## src/rtl/uart_baud_frac_gen.sv

```systemverilog
// -----------------------------------------------------------------------------
// uart_baud_frac_gen
//   Fractional baud-rate generator for a UART. Produces an oversample tick every
//   act_int (+1 when the fractional phase accumulator carries) clock cycles, so
//   the long-run tick period is act_int + act_frac/2^FRAC_BITS cycles. Every
//   OSR oversample ticks make one bit period; tick_mid marks the bit midpoint
//   and tick_bit marks the end of the bit.
//
//   A new divisor is captured into a shadow register by load and moved into the
//   active register only at a tick boundary (or immediately while disabled),
//   so a running period is never cut short or stretched by reprogramming.
//
// Ports
//   clk        in   clock, rising edge
//   reset_n    in   synchronous active-low reset
//   enable     in   run the generator; low holds all counters
//   div_int    in   [DIV_BITS]  requested integer divisor (cycles per tick)
//   div_frac   in   [FRAC_BITS] requested fractional divisor (1/2^FRAC_BITS)
//   load       in   capture div_int/div_frac into the shadow register
//   sync_clear in   restart the bit phase (start-bit detect from RX)
//   tick_os    out  single-cycle oversample tick
//   tick_mid   out  single-cycle tick at the bit midpoint
//   tick_bit   out  single-cycle tick at the end of the bit
//   pending    out  shadow divisor waiting to be applied
//   cfg_err    out  sticky: last load carried an illegal zero divisor
// -----------------------------------------------------------------------------
module uart_baud_frac_gen #(
  parameter int DIV_BITS    = 16,
  parameter int FRAC_BITS   = 4,
  parameter int OSR         = 16,
  parameter int DEFAULT_DIV = 27
) (
  input  logic                 clk,
  input  logic                 reset_n,
  input  logic                 enable,
  input  logic [DIV_BITS-1:0]  div_int,
  input  logic [FRAC_BITS-1:0] div_frac,
  input  logic                 load,
  input  logic                 sync_clear,
  output logic                 tick_os,
  output logic                 tick_mid,
  output logic                 tick_bit,
  output logic                 pending,
  output logic                 cfg_err
);

  localparam int OS_BITS = (OSR > 1) ? $clog2(OSR) : 1;
  localparam logic [DIV_BITS-1:0] DEF_DIV = DIV_BITS'(DEFAULT_DIV);
  localparam logic [OS_BITS-1:0]  OS_LAST = OS_BITS'(OSR - 1);
  localparam logic [OS_BITS-1:0]  OS_MID  = OS_BITS'(OSR / 2 - 1);

  logic [DIV_BITS-1:0]  act_int_q,  act_int_d;
  logic [FRAC_BITS-1:0] act_frac_q, act_frac_d;
  logic [DIV_BITS-1:0]  shd_int_q,  shd_int_d;
  logic [FRAC_BITS-1:0] shd_frac_q, shd_frac_d;
  logic [DIV_BITS-1:0]  cnt_q,      cnt_d;
  logic [OS_BITS-1:0]   os_cnt_q,   os_cnt_d;
  logic [FRAC_BITS-1:0] acc_q,      acc_d;
  logic                 extra_q,    extra_d;
  logic                 pending_q,  pending_d;
  logic                 cfg_err_q,  cfg_err_d;

  logic [DIV_BITS:0]    term_s;
  logic [FRAC_BITS:0]   frac_sum_s;
  logic                 tick_os_s;
  logic                 apply_s;

  // Terminal count, tick decode and next-state for all registers.
  always_comb begin
    act_int_d  = act_int_q;
    act_frac_d = act_frac_q;
    shd_int_d  = shd_int_q;
    shd_frac_d = shd_frac_q;
    cnt_d      = cnt_q;
    os_cnt_d   = os_cnt_q;
    acc_d      = acc_q;
    extra_d    = extra_q;
    pending_d  = pending_q;
    cfg_err_d  = cfg_err_q;

    // One bit wider than the divisor: act_int >= 1 always, so this never wraps.
    term_s = {1'b0, act_int_q} - {{DIV_BITS{1'b0}}, 1'b1}
           + {{DIV_BITS{1'b0}}, extra_q};
    tick_os_s  = reset_n & enable & ~sync_clear & ({1'b0, cnt_q} == term_s);
    frac_sum_s = {1'b0, acc_q} + {1'b0, act_frac_q};

    if (sync_clear) begin
      cnt_d    = '0;
      os_cnt_d = '0;
      acc_d    = '0;
      extra_d  = 1'b0;
    end else if (enable) begin
      if (tick_os_s) begin
        cnt_d    = '0;
        acc_d    = frac_sum_s[FRAC_BITS-1:0];
        extra_d  = frac_sum_s[FRAC_BITS];
        os_cnt_d = (os_cnt_q == OS_LAST) ? '0 : os_cnt_q + OS_BITS'(1);
      end else begin
        cnt_d = cnt_q + DIV_BITS'(1);
      end
    end else begin
      cnt_d = cnt_q;
    end

    // Shadow moves to active on a tick boundary, or at once while idle.
    // os_cnt is deliberately left alone so the bit phase survives.
    apply_s = pending_q & (tick_os_s | ~enable);
    if (apply_s) begin
      act_int_d  = shd_int_q;
      act_frac_d = shd_frac_q;
      acc_d      = '0;
      extra_d    = 1'b0;
      pending_d  = 1'b0;
      if (!enable) begin
        cnt_d = '0;
      end else begin
        cnt_d = cnt_d;
      end
    end else begin
      pending_d = pending_d;
    end

    // A capture in the same cycle as an apply re-arms pending, so the newer
    // value waits for the following tick boundary.
    if (load) begin
      if (div_int == '0) begin
        cfg_err_d = 1'b1;
      end else begin
        shd_int_d  = div_int;
        shd_frac_d = div_frac;
        cfg_err_d  = 1'b0;
        pending_d  = 1'b1;
      end
    end else begin
      cfg_err_d = cfg_err_d;
    end
  end

  // State registers with synchronous active-low reset.
  always_ff @(posedge clk) begin
    if (!reset_n) begin
      act_int_q  <= DEF_DIV;
      act_frac_q <= '0;
      shd_int_q  <= DEF_DIV;
      shd_frac_q <= '0;
      cnt_q      <= '0;
      os_cnt_q   <= '0;
      acc_q      <= '0;
      extra_q    <= 1'b0;
      pending_q  <= 1'b0;
      cfg_err_q  <= 1'b0;
    end else begin
      act_int_q  <= act_int_d;
      act_frac_q <= act_frac_d;
      shd_int_q  <= shd_int_d;
      shd_frac_q <= shd_frac_d;
      cnt_q      <= cnt_d;
      os_cnt_q   <= os_cnt_d;
      acc_q      <= acc_d;
      extra_q    <= extra_d;
      pending_q  <= pending_d;
      cfg_err_q  <= cfg_err_d;
    end
  end

  assign tick_os  = tick_os_s;
  assign tick_mid = tick_os_s & (os_cnt_q == OS_MID);
  assign tick_bit = tick_os_s & (os_cnt_q == OS_LAST);
  assign pending  = pending_q;
  assign cfg_err  = cfg_err_q;

endmodule

```

## config.mk

```make
export PLATFORM = sky130hd
export DESIGN_NAME = uart_baud_frac_gen
export DESIGN_NICKNAME = d
export VERILOG_FILES = /design/src/rtl/uart_baud_frac_gen.sv
export SDC_FILE = /design/constraint.sdc
export NUM_CORES = 1
export LEC_CHECK = 0
export ABC_AREA = 1
export BUFFER_PORTS_ARGS = -buffer_cell sky130_fd_sc_hd__buf_2
export CORE_MARGIN = 2
export CORE_UTILIZATION = 25
export DETAILED_ROUTE_END_ITERATION = 8
export PLACE_DENSITY_LB_ADDON = 0.08
export SYNTH_ARGS = -nofsm -noshare
export SYNTH_HDL_FRONTEND = slang
export SYNTH_SLANG_ARGS = --single-unit
```

## constraint.sdc

```tcl
create_clock -name clk -period 3.48 [get_ports clk]
set_input_delay 0.87 -clock clk [delete_from_list [all_inputs] [get_ports clk]]
set_output_delay 0.87 -clock clk [all_outputs]
set_load 0.05 [all_outputs]
```

==> run_results.csv <==
group,metric,value,unit
timing,max-slew-margin-rel,61.5,%
floorplan,ios,30,
setup_path,crit_path_frequent_cell,"nor2_1",
routing,dr.pass1.iters,4,
routing,routedWlPerCell,12.2,um
timing,hold_viol,0,
synthesis,ys.flop_type,"dfxtp_1",
place,hpwl,7170,um
synthesis,avgSynthCellArea,6.55,sq um
clocking,cts_tree,"done",
timing,max_freq,0.301,GHz
timing,drv_slew,0,
setup_path,crit_chain,"inv_1 -> ha_2 -> ha_4 -> nor2_1 -> nor2_1 -> nand3_1 -> nor2_1 -> nand3_1 -> nor2_1 -> nand3_2 -> nor2_4 -> buf_4 -> buf_4",
setup_path,worst-path-max-fanout,10,
synthesis,syn_nets,592,
routing,ant_nets,0,
routing,drc_errors,0,
synthesis,yosys_warnings,0,
pwr,p_leak,0.00195,uW
setup_path,critPathMaxStageDelay,320,ps
synthesis,synth_cell_type_count,28,
clocking,cts_root_buffer,"clkbuf_16",
hold_path,min_to,"shd_int_q[15]",
cells_and_area,multiInputGateArea,1940,sq um
setup_path,cp-end-kind,"output port",
routing,vias,3415,
routing,drt_iter0_drc,191,
clocking,clk_path_buf_depth,2,
clocking,clock_latency,340,ps
timing,skew,5.85,ps
place,preCtsSetupSlack,2.26,ps
global_routing,grt_overflow_total,0,
timing,setup_viol,0,
synthesis,synth_cells,558,
setup_path,critPathKind,"reg -> out",
clocking,htreeDepth,3,
timing,hold_slack,456,ps
setup_path,cp-start-kind,"register",
floorplan,initial_core_util,25.3,%
clocking,ctsHoldBuffers,0,
run_status,status,"complete, no violations",
timing,rsz0062_at_grt,"true",
setup_path,required,2610,ps
routing,post_drt_via_cell_ratio,4.38,
clocking,clk_pin_slew,60,ps
setup_path,reg2reg_depth,19,
pwr,ir_drop,0.000189,V
cells_and_area,area_growth,19.8,%
cells_and_area,fillers,1616,
synthesis,synth_edf_count,0,
setup_path,slowest_stage,"dfxtp_1",
pwr,powerDensity,449,nW/um^2
clocking,numCtsBuffers,9,
place,port_buffers,29,
hold_path,holdPathStages,2,
cells_and_area,fin_area,4380,sq um
timing,fin_crit,3320,ps
cells_and_area,final_net_count,625,
synthesis,async_flop_share,0,%
setup_path,crit_start,"act_int_q[0]",
hold_path,hp-class,"reg -> reg",
cells_and_area,n_antenna_cell,0,
global_routing,grt_max_degree,41,
synthesis,seq_area_frac_synth,36.7,%
global_routing,antenna_found_initial,0,
setup_path,rrSetupSlack,910,ps
floorplan,die-width,125,um
timing,setup_tns,0,ps
floorplan,core_area,14400,sq um
hold_path,min_from,"shd_int_q[15]",
floorplan,die_h,125,um
global_routing,grt_pass1_wl,16000,um
timing,min_period_over_period,95.5,%
timing,tightest_slew,576,ps
synthesis,post_synth_instance_area,3650,sq um
place,routabilityCongestion,0.777,
global_routing,grt_pass1_vias,3243,
routing,wirelength,9490,um
global_routing,track_usage,12.9,%
setup_path,cp.arrival,2450,ps
flow_run,maxCapViolCount,0,
setup_path,r2r-start,"act_int_q[0]",
cells_and_area,ff_latch_area,1340,sq um
synthesis,synth-seq-cells,67,
floorplan,rows,44,
setup_path,reg2reg_to,"acc_q[2]",
timing,setup_ws,157,ps
place,post_dp_cell_area,4000,sq um
cells_and_area,drive_gt1_share,12.4,%
floorplan,die-area,15600,sq um
clocking,cts_sinks,67,
==> per-layer routing <==
metal / up-vias / part of all wire [%] / GRT usage, %
met4: 0 / 2.3 / 6.34
met1: 1527 / 48 / 16.6
met2: 34 / 47 / 20.9
li1: 1841 / - / -
met5: - / 0 / 0
met3: 13 / 2.1 / 2.32
==> cell families (layout without fill, tap and decap cells) <==
logic type	count (synthesis)	in the layout	share of synthesized area, %
compound gates	72	72	10.2
flops	67	67	36.7
fa+ha+maj	9	9	3.29
buf+inv	100	138	11.1
xor+xnor	16	16	3.83
simple gates	294	294	34.9
==> metrics by stage <==
step	std cells	power, uW	utilization, %
final	780	1960	30.4
after global routing	780	2070	30.4
after CTS	778	2000	30.0
after detailed placement	761	1030	27.7
after global placement	761	1030	27.7
after floorplan	558	971	-
==> worst max-delay path: cells and delay by family (launching register included) <==
kind / cells / cell delay (ps)
flip-flops: 1 / 320
adder cells (fa/ha/maj): 2 / 460
AND/OR/NAND/NOR: 8 / 860
buffers and inverters: 3 / 470
==> synth_stat cells, types with 3 or more instances <==
master	n	area, sq um
buf_1	3	11.3
nor3_1	10	50.1
nand4_1	7	43.8
dfxtp_1	67	1340
nor4_1	11	68.8
nor2_2	3	18.8
xnor2_1	7	61.3
nand2_1	130	488
buf_6	3	33.8
inv_1	81	304
xor2_1	9	78.8
a21oi_1	44	220
o21ai_0	26	130
ha_1	8	100
clkbuf_1	10	37.5
nand3_1	53	265
nor2_1	70	263
==> report_power, final <==
part	switching (uW)	internal, uW
registers	23.6	799
clock network	353	596
logic	123	69.3
==> how the worst max path moves through the flow <==
stage,to,slack (ps),cells after the start
after floorplan,tick_mid,100,12
after global placement,tick_os,90,12
after detailed placement,tick_bit,2,13
after CTS,tick_bit,10,14
after global routing,tick_os,-4,15
final,tick_os,160,13
==> flip-flops by register name, indices dropped and copies added (netlist names) <==
signal	cells
shd_frac_q	4
extra_q	1
pending	1
acc_q	4
act_frac_q	4
shd_int_q	16
os_cnt_q	4
cnt_q	16
cfg_err	1
act_int_q	16
==> timing repair <==
item / CTS / global route
resized for setup: 5 / 8
setup buffers: 1 / 2
endpoints found under the setup margin: 3 / 3
hold endpoints to repair: 0 / 0
pin swaps: 1 / 3
==> cell type report <==
class | count | share of cell area [%]
tap | 184 | 5.26
inverter | 81 | 6.94
timing repair buffer | 41 | 5.72
clock inverter | 5 | 1.37
sequential | 67 | 30.6
clock buffer | 11 | 5.77
multi-input combinational | 391 | 44.3
==> layout by cell type (no fill, tap or decap), drive strengths merged <==
cell type and count:
a21oi 44, and2 2, buf 41, bufinv 1, clkbuf 11, clkinv 2
clkinvlp 1, dfxtp 67, fa 1, ha 8, inv 82, nand2 132
nand3 54, nand4 7, nor2 75, nor3 10, nor3b 1, nor4 11
o21ai 27, o21bai 1, or2 2, xnor2 7, xor2 9
(Power assumes the default switching activity.)
